File: config.mk
export PLATFORM = sky130hd
export DESIGN_NAME = ddr_lane_dly_ctrl
export DESIGN_NICKNAME = d
export VERILOG_FILES = /design/src/rtl/ddr_lane_dly_ctrl.sv
export SDC_FILE = /design/constraint.sdc
export NUM_CORES = 1
export LEC_CHECK = 0
export ABC_CLOCK_PERIOD_IN_PS = 2250
export CORE_UTILIZATION = 49
export CTS_BUF_LIST = sky130_fd_sc_hd__clkbuf_4 sky130_fd_sc_hd__clkbuf_8
export DETAILED_ROUTE_END_ITERATION = 16
export PLACE_DENSITY = 0.79
export SYNTH_ARGS = -nofsm -noshare
export SYNTH_HDL_FRONTEND = slang
export SYNTH_SLANG_ARGS = --single-unit
File: constraint.sdc
create_clock -name FAB_CLK -period 2.25 [get_ports FAB_CLK]
set_input_delay 0.45 -clock FAB_CLK [delete_from_list [all_inputs] [get_ports FAB_CLK]]
set_output_delay 0.45 -clock FAB_CLK [all_outputs]
set_load 0.005 [all_outputs]
File: src/rtl/ddr_lane_dly_ctrl.sv
// ddr_lane_dly_ctrl: multi-lane delay-line tap sequencer with clock-pause guard and per-lane tap tracking.
// Optional QUERY_LANE/TAP_POS readback when DDR_DLY_TAP_READBACK_EN is defined.
module ddr_lane_dly_ctrl #(
  parameter  int NUM_LANES    = 4,
  parameter  int TAP_W        = 8,
  parameter  int PAUSE_CYCLES = 2,
  parameter  int MOVE_GAP     = 1,
  localparam int LANE_W       = NUM_LANES > 1 ? $clog2(NUM_LANES) : 1
) (
  input  logic                 FAB_CLK,
  input  logic                 RESET,
  input  logic                 CMD_VALID,
  output logic                 CMD_READY,
  input  logic [LANE_W-1:0]    CMD_LANE,
  input  logic [1:0]           CMD_OP,
  input  logic                 CMD_DIR,
  input  logic [TAP_W-1:0]     CMD_TAPS,
  output logic [NUM_LANES-1:0] DELAY_LINE_SEL,
  output logic [NUM_LANES-1:0] DELAY_LINE_LOAD,
  output logic [NUM_LANES-1:0] DELAY_LINE_DIRECTION,
  output logic [NUM_LANES-1:0] DELAY_LINE_MOVE,
  output logic [NUM_LANES-1:0] HS_IO_CLK_PAUSE,
  input  logic [NUM_LANES-1:0] DELAY_LINE_OUT_OF_RANGE,
  output logic                 DONE,
  output logic                 ERR
`ifdef DDR_DLY_TAP_READBACK_EN
  ,
  input  logic [LANE_W-1:0]    QUERY_LANE,
  output logic [TAP_W-1:0]     TAP_POS
`endif
);
`ifdef DDR_DLY_TAP_READBACK_EN
  localparam bit RB = 1'b1;
`else
  localparam bit RB = 1'b0;
`endif
  localparam logic [1:0] OP_MOVE = 2'b00, OP_LOAD = 2'b01, OP_QUERY = 2'b10, OP_RSVD = 2'b11;
  localparam logic [3:0] PAUSE_LAST = 4'(PAUSE_CYCLES - 1);
  localparam logic [3:0] GAP_LAST = 4'(MOVE_GAP - 1);
  typedef enum logic [2:0] {IDLE, PRE, SETUP, ACT, GAP, POST, FIN} state_t;
  state_t               st_q;
  logic [LANE_W-1:0]    lane_q;
  logic [1:0]           op_q;
  logic                 dir_q, abort_q, done_q, err_q;
  logic [TAP_W-1:0]     rem_q;
  logic [3:0]           cnt_q;
  logic [NUM_LANES-1:0] sel_q, load_q, dirn_q, move_q, pause_q;
  logic [TAP_W-1:0]     pos_q [NUM_LANES];
  logic [NUM_LANES-1:0] cmd_oh, lane_oh;
  logic [TAP_W-1:0]     cur_pos, pos_step;
  logic                 bad_cmd, oor_hit;
  assign cmd_oh  = NUM_LANES'(1) << CMD_LANE;
  assign lane_oh = NUM_LANES'(1) << lane_q;
  assign cur_pos = pos_q[lane_q];
  assign oor_hit = DELAY_LINE_OUT_OF_RANGE[lane_q];
  // tap position saturates at both ends; hitting a limit is not an error
  assign pos_step = dir_q ? (&cur_pos ? cur_pos : cur_pos + TAP_W'(1))
                          : (cur_pos == '0 ? cur_pos : cur_pos - TAP_W'(1));
  assign bad_cmd = ({1'b0, CMD_LANE} >= (LANE_W + 1)'(NUM_LANES)) || CMD_OP == OP_RSVD
                   || (CMD_OP == OP_QUERY && !RB);
  always_ff @(posedge FAB_CLK or posedge RESET) begin
    if (RESET) begin
      st_q    <= IDLE;
      lane_q  <= '0;
      op_q    <= OP_MOVE;
      dir_q   <= 1'b0;
      rem_q   <= '0;
      cnt_q   <= '0;
      abort_q <= 1'b0;
      done_q  <= 1'b0;
      err_q   <= 1'b0;
      sel_q   <= '0;
      load_q  <= '0;
      dirn_q  <= '0;
      move_q  <= '0;
      pause_q <= '0;
      for (int i = 0; i < NUM_LANES; i++) pos_q[i] <= '0;
    end else begin
      done_q <= 1'b0;
      err_q  <= 1'b0;
      move_q <= '0;
      load_q <= '0;
      case (st_q)
        IDLE: if (CMD_VALID) begin
          lane_q  <= CMD_LANE;
          op_q    <= CMD_OP;
          dir_q   <= CMD_DIR;
          rem_q   <= CMD_TAPS;
          abort_q <= 1'b0;
          if (bad_cmd || CMD_OP == OP_QUERY || (CMD_OP == OP_MOVE && CMD_TAPS == '0)) begin
            st_q   <= FIN;
            done_q <= 1'b1;
            err_q  <= bad_cmd;
          end else begin
            st_q    <= PRE;
            pause_q <= cmd_oh;
            cnt_q   <= PAUSE_LAST;
          end
        end
        PRE: if (cnt_q == '0) begin
          st_q   <= SETUP;
          sel_q  <= lane_oh;
          dirn_q <= dir_q ? lane_oh : '0;
        end else cnt_q <= cnt_q - 4'd1;
        SETUP: begin
          st_q <= ACT;
          if (op_q == OP_LOAD) begin
            load_q         <= lane_oh;
            pos_q[lane_q]  <= rem_q;
          end else begin
            move_q        <= lane_oh;
            pos_q[lane_q] <= pos_step;
            rem_q         <= rem_q - TAP_W'(1);
          end
        end
        ACT: if (op_q == OP_LOAD) begin
          st_q   <= POST;
          sel_q  <= '0;
          dirn_q <= '0;
          cnt_q  <= PAUSE_LAST;
        end else begin
          st_q  <= GAP;
          cnt_q <= GAP_LAST;
        end
        GAP: if (cnt_q != '0) cnt_q <= cnt_q - 4'd1;
        else if (!oor_hit && rem_q != '0) begin
          st_q          <= ACT;
          move_q        <= lane_oh;
          pos_q[lane_q] <= pos_step;
          rem_q         <= rem_q - TAP_W'(1);
        end else begin
          st_q    <= POST;
          sel_q   <= '0;
          dirn_q  <= '0;
          cnt_q   <= PAUSE_LAST;
          abort_q <= oor_hit;
        end
        POST: if (cnt_q == '0) begin
          st_q    <= FIN;
          pause_q <= '0;
          done_q  <= 1'b1;
          err_q   <= abort_q;
        end else cnt_q <= cnt_q - 4'd1;
        default: st_q <= IDLE;
      endcase
    end
  end
`ifdef DDR_DLY_TAP_READBACK_EN
  always_ff @(posedge FAB_CLK or posedge RESET) begin
    if (RESET) TAP_POS <= '0;
    else TAP_POS <= pos_q[QUERY_LANE];
  end
`endif
  assign CMD_READY            = st_q == IDLE;
  assign DELAY_LINE_SEL       = sel_q;
  assign DELAY_LINE_LOAD      = load_q;
  assign DELAY_LINE_DIRECTION = dirn_q;
  assign DELAY_LINE_MOVE      = move_q;
  assign HS_IO_CLK_PAUSE      = pause_q;
  assign DONE                 = done_q;
  assign ERR                  = err_q;
endmodule

==> results_tabular.tex, run 1 <==
\begin{tabular}{lr}
\hline
Metric & Value \\
\hline
\multicolumn{2}{l}{\textbf{Synthesis}} \\
\quad Synth top area share & 47.0\% \\
\quad Area contributors post-synth & sky130\_fd\_sc\_hd\_\_dfrtp\_1, sky130\_fd\_sc\_hd\_\_mux2\_2, sky130\_fd\_sc\_hd\_\_nor2\_1 \\
\quad Synth Net Count & 255 \\
\quad Cell types with the highest counts after synthesis & sky130\_fd\_sc\_hd\_\_dfrtp\_1, sky130\_fd\_sc\_hd\_\_nor2\_1, sky130\_fd\_sc\_hd\_\_mux2\_2 \\
\quad Number of enable flip-flop cells after synthesis & 0 \\
\quad Area fraction in compound gates after synthesis & around 19\% \\
\quad Synthesis-stage register bit count & between 40 and 50 \\
\quad Mux cell area share after synthesis & 10.9\% \\
\quad Avg Inst Size Synth & a little under 10 um2 \\
\quad Adder-Cell Fraction of Synth Area & 1.64\% \\
\quad Synthesized instance count & 232 \\
\quad Area share of and/or/nand/nor cells after synthesis & 17.6\% \\
\quad Sequential element share of the synthesized area & 47.0\% \\
\quad Cell area after synthesis & 2290 um2 \\
\quad Area share of xor/xnor cells in the synthesized design & 0.383\% \\
\quad Unique masters post-synth & 48 \\
\quad Most repeated cell in the gate-level netlist after synthesis & sky130\_fd\_sc\_hd\_\_dfrtp\_1 \\
\quad Primary flip-flop cell chosen by synthesis mapping & sky130\_fd\_sc\_hd\_\_dfrtp\_1 \\
\quad Warning count from the yosys run & 0 \\
\quad Cell type contributing the most total cell area after synthesis & sky130\_fd\_sc\_hd\_\_dfrtp\_1 \\
\quad Combinational family with the most area after synthesis & compound AO/OA/AOI/OAI gates \\
\quad Ys async rst share & 100\% \\
\multicolumn{2}{l}{\textbf{GRT}} \\
\quad Overall track demand over capacity in global routing & 24.3\% \\
\quad Maximum number of pins on one net before global-route repair & 44 \\
\quad First-pass GRT wire length & 9.34 mm \\
\quad Residual overflow from global routing & 0 \\
\quad Number of antenna violations at the first check in global routing & 0 \\
\quad Vias in the first global route & about 2000 \\
\multicolumn{2}{l}{\textbf{Floorplanning}} \\
\quad Num ports & 43 \\
\quad Die Y-Extent & 70.3 um \\
\quad Area of the core & $\sim$4400 um2 \\
\quad Starting density of the core & 51.8\% \\
\quad Placement row count & 24 \\
\quad Area of the die & about 4900 um2 \\
\quad Die extent in x & 70.3 um \\
\multicolumn{2}{l}{\textbf{STA}} \\
\quad Transition time of the tightest slew-check pin & 0.618 ns \\
\quad Final Hold Violating Endpoints & 0 \\
\quad Setup violations, final & 0 \\
\quad Slew HR & 58.5\% \\
\quad Largest clock skew in the final design & 0.00468 ns \\
\quad Maximum clock frequency & 0.461 GHz \\
\quad Post-route clock period utilization & a little over nine tenths \\
\quad Shortest clock period the worst path allows after layout & 2.17 ns \\
\quad Count of final max-slew check failures & 0 \\
\quad RSZ-0062 raised after global routing & false \\
\quad Final setup slack of the worst path & between 0.08 and 0.09 ns \\
\multicolumn{2}{l}{\textbf{Clocking}} \\
\quad CTS max path bufs & 2 \\
\quad Clock sinks & between 40 and 50 \\
\quad Number of buffers inserted by hold repair at cts & 0 \\
\quad Clock insertion delay at the later pin of the skew report & 0.30 ns \\
\quad CTS clk-pin slew, worst paths & 0.08 ns \\
\quad Clock buffer count from CTS & 5 \\
\quad Clock tree from TritonCTS & done \\
\quad Number of gates resized after cts & 0 \\
\quad H-Tree Depth & 2 \\
\quad Root buf cell & sky130\_fd\_sc\_hd\_\_clkbuf\_8 \\
\quad Total setup buffers inserted after CTS & 0 \\
\multicolumn{2}{l}{\textbf{Cells and area}} \\
\quad Final net count & between 300 and 400 \\
\quad Fillers & 326 \\
\quad Post-layout util & 69.5\% \\
\quad Final non-filler cell total & $\sim$350 \\
\quad Signed area change from the synthesized netlist to the final layout & 34.1\% \\
\quad Proportion of layout cells with a drive suffix above 1 & 20.9\% \\
\quad Diodes inserted & 0 \\
\multicolumn{2}{l}{\textbf{Placed design}} \\
\quad Cell Count Post-Placement & between 300 and 400 \\
\quad HPWL after detailed placement & 4.01 mm \\
\quad Port-buffer cells & 42 \\
\quad Post-Place Setup Slack & -0.281 ns \\
\quad GPL Wtd Cong & between 0.9 and 1 \\
\multicolumn{2}{l}{\textbf{Detailed routing}} \\
\quad DRC & 0 \\
\quad Via count normalized by instance count & a little under 6 \\
\quad Routed vias & 2050 \\
\quad Router iterations before antenna repair & 4 \\
\quad Avg WL per Cell & 15.4 um \\
\quad Count of routing violations after the opening detailed-route iteration & 164 \\
\quad Detailed-route wire length & around 5.4 mm \\
\quad Count of nets left with antenna violations after detail routing & 0 \\
\multicolumn{2}{l}{\textbf{Worst setup path}} \\
\quad Critical path peak fanout & 4 \\
\quad Kind of capture point of the worst setup path & register \\
\quad Setup CP Type & input pin to register \\
\quad Worst Path Required & 2.44 ns \\
\quad Depth of the worst register-to-register path & 4 \\
\quad Startpoint type of the worst setup path & input pin \\
\quad Crit path arrival time & 2.36 ns \\
\multicolumn{2}{l}{\textbf{Power}} \\
\quad Portion of total power attributed to sequential cells & 31.4\% \\
\quad Worst IR drop on VDD & 0.710 mV \\
\quad Net Sw Power & 0.00163 W \\
\quad Combinational share of power & 53.9\% \\
\quad Net switching fraction of the power & 39.2\% \\
\quad Fraction of power consumed by the clock network & 14.7\% \\
\quad P per Cell Area & 1350 nW/um2 \\
\quad Leakage & 1.36 nW \\
\quad Internal power of the cells & 0.00253 W \\
\multicolumn{2}{l}{\textbf{Hold path}} \\
\quad Hold Crit Class & register to register \\
\quad Hold depth & 1 \\
\multicolumn{2}{l}{\textbf{Run status}} \\
\quad Result of the run & completed \\
\multicolumn{2}{l}{\textbf{Flow run}} \\
\quad Count of maximum capacitance violations & 0 \\
\hline
\end{tabular}
-- final cells by class --
type | count | area (um2) | share of cell area, %
repair buffers | 72 | 646 | 21.0
multi-input cells | 169 | 1130 | 36.9
well taps | 52 | 65.1 | 2.12
clock buffers | 5 | 68.8 | 2.24
inverters | 10 | 37.5 | 1.22
flip-flops and latches | 43 | 1080 | 35.1
clock inverters | 3 | 43.8 | 1.43
-- final timing paths --
kind	slack (ns)	start	end
setup / recovery	0.08	DELAY_LINE_OUT_OF_RANGE[3]	rem_q[1]
hold / removal	0.51	abort_q	ERR
setup reg to reg	0.15	rem_q[3]	DELAY_LINE_SEL[2]
hold reg to reg	0.51	abort_q	ERR
max in group asynchronous	1.31	RESET	rem_q[7]
min in group asynchronous	0.58	RESET	DELAY_LINE_MOVE[0]
-- logic make-up (layout without fill, tap and decap cells) --
group,after synthesis,count (layout)
compound gates,62,62
xor+xnor,1,1
mux,21,21
flops,43,43
simple gates,82,82
buf+inv,20,90
fa+ha+maj,3,3
-- power groups by stage --
stage / Combinational [W] / Clock [W] / Sequential (W)
finish: 0.00224 / 0.000612 / 0.00131
global route: 0.00247 / 0.000652 / 0.00134
CTS: 0.00221 / 0.000620 / 0.00129
detailed placement: 0.00220 / 0 / 0.00130
global placement: 0.00215 / 0 / 0.00129
floorplan: 0.00141 / 0 / 0.00121
-- per-stage QoR --
step	hold slack, ns	total power [W]	setup TNS, ns	cell area [um2]
after floorplan	0.462	0.00262	0	2290
after global placement	0.493	0.00344	-3.20	2950
after detailed placement	0.500	0.00350	-3.42	2950
after CTS	0.518	0.00412	0	3060
after global routing	0.527	0.00446	0	3070
final	0.514	0.00416	0	3070
-- state kept, by name, summed over array words and instances (netlist names), 2 cells and up --
register / cells
HS_IO_CLK_PAUSE: 4
DELAY_LINE_DIRECTION: 4
DELAY_LINE_SEL: 4
DELAY_LINE_LOAD: 4
cnt_q: 4
lane_q: 2
op_q: 2
st_q: 3
DELAY_LINE_MOVE: 4
rem_q: 8
-- critical path, stage by stage --
cell,delay [ns]
sky130_fd_sc_hd__clkdlybuf4s50_1,0.39
sky130_fd_sc_hd__mux4_2,0.50
sky130_fd_sc_hd__and2_4,0.17
sky130_fd_sc_hd__a211o_4,0.31
sky130_fd_sc_hd__or2_4,0.26
sky130_fd_sc_hd__mux2_4,0.29
-- metal layers --
metal  vias up  GRT usage (%)  wire [um]
met3         7           3.75        338
met4         0           9.11         72
met5         -              0          0
li1        990              -          -
met1       984           32.6       2430
met2        69           39.4       2600
-- cell usage in the layout, fill, tap and decap left out, drive strengths merged, types with 4 or more instances in the layout --
cell and n:
clkdlybuf4s50 42, inv 10, o22ai 4, mux2 18, dfrtp 43, a31oi 4, nor2 28, nand2 16
nor2b 4, o21ai 12, clkbuf 5, nand2b 4, a21oi 13, o31ai 8, nor3 11, nor4 5
buf 30
Power figures use the tool's default switching activity.
==> inputs of run 2 (changes only) <==
--- a/config.mk
+++ b/config.mk
@@ -9,6 +9,7 @@
 export CORE_UTILIZATION = 49
 export CTS_BUF_LIST = sky130_fd_sc_hd__clkbuf_4 sky130_fd_sc_hd__clkbuf_8
 export DETAILED_ROUTE_END_ITERATION = 16
+export GPL_ROUTABILITY_DRIVEN = 1
 export PLACE_DENSITY = 0.79
 export SYNTH_ARGS = -nofsm -noshare
 export SYNTH_HDL_FRONTEND = slang
==> results of run 2 <==
No change in the layout: final DEF, timing and power equal those of run 1.
==> inputs of run 3 (changes only) <==
--- a/config.mk
+++ b/config.mk
@@ -5,6 +5,7 @@
 export SDC_FILE = /design/constraint.sdc
 export NUM_CORES = 1
 export LEC_CHECK = 0
+export ABC_AREA = 0
 export ABC_CLOCK_PERIOD_IN_PS = 2250
 export CORE_UTILIZATION = 49
 export CTS_BUF_LIST = sky130_fd_sc_hd__clkbuf_4 sky130_fd_sc_hd__clkbuf_8
==> results of run 3 <==
No change in the layout: final DEF, timing and power equal those of run 1.
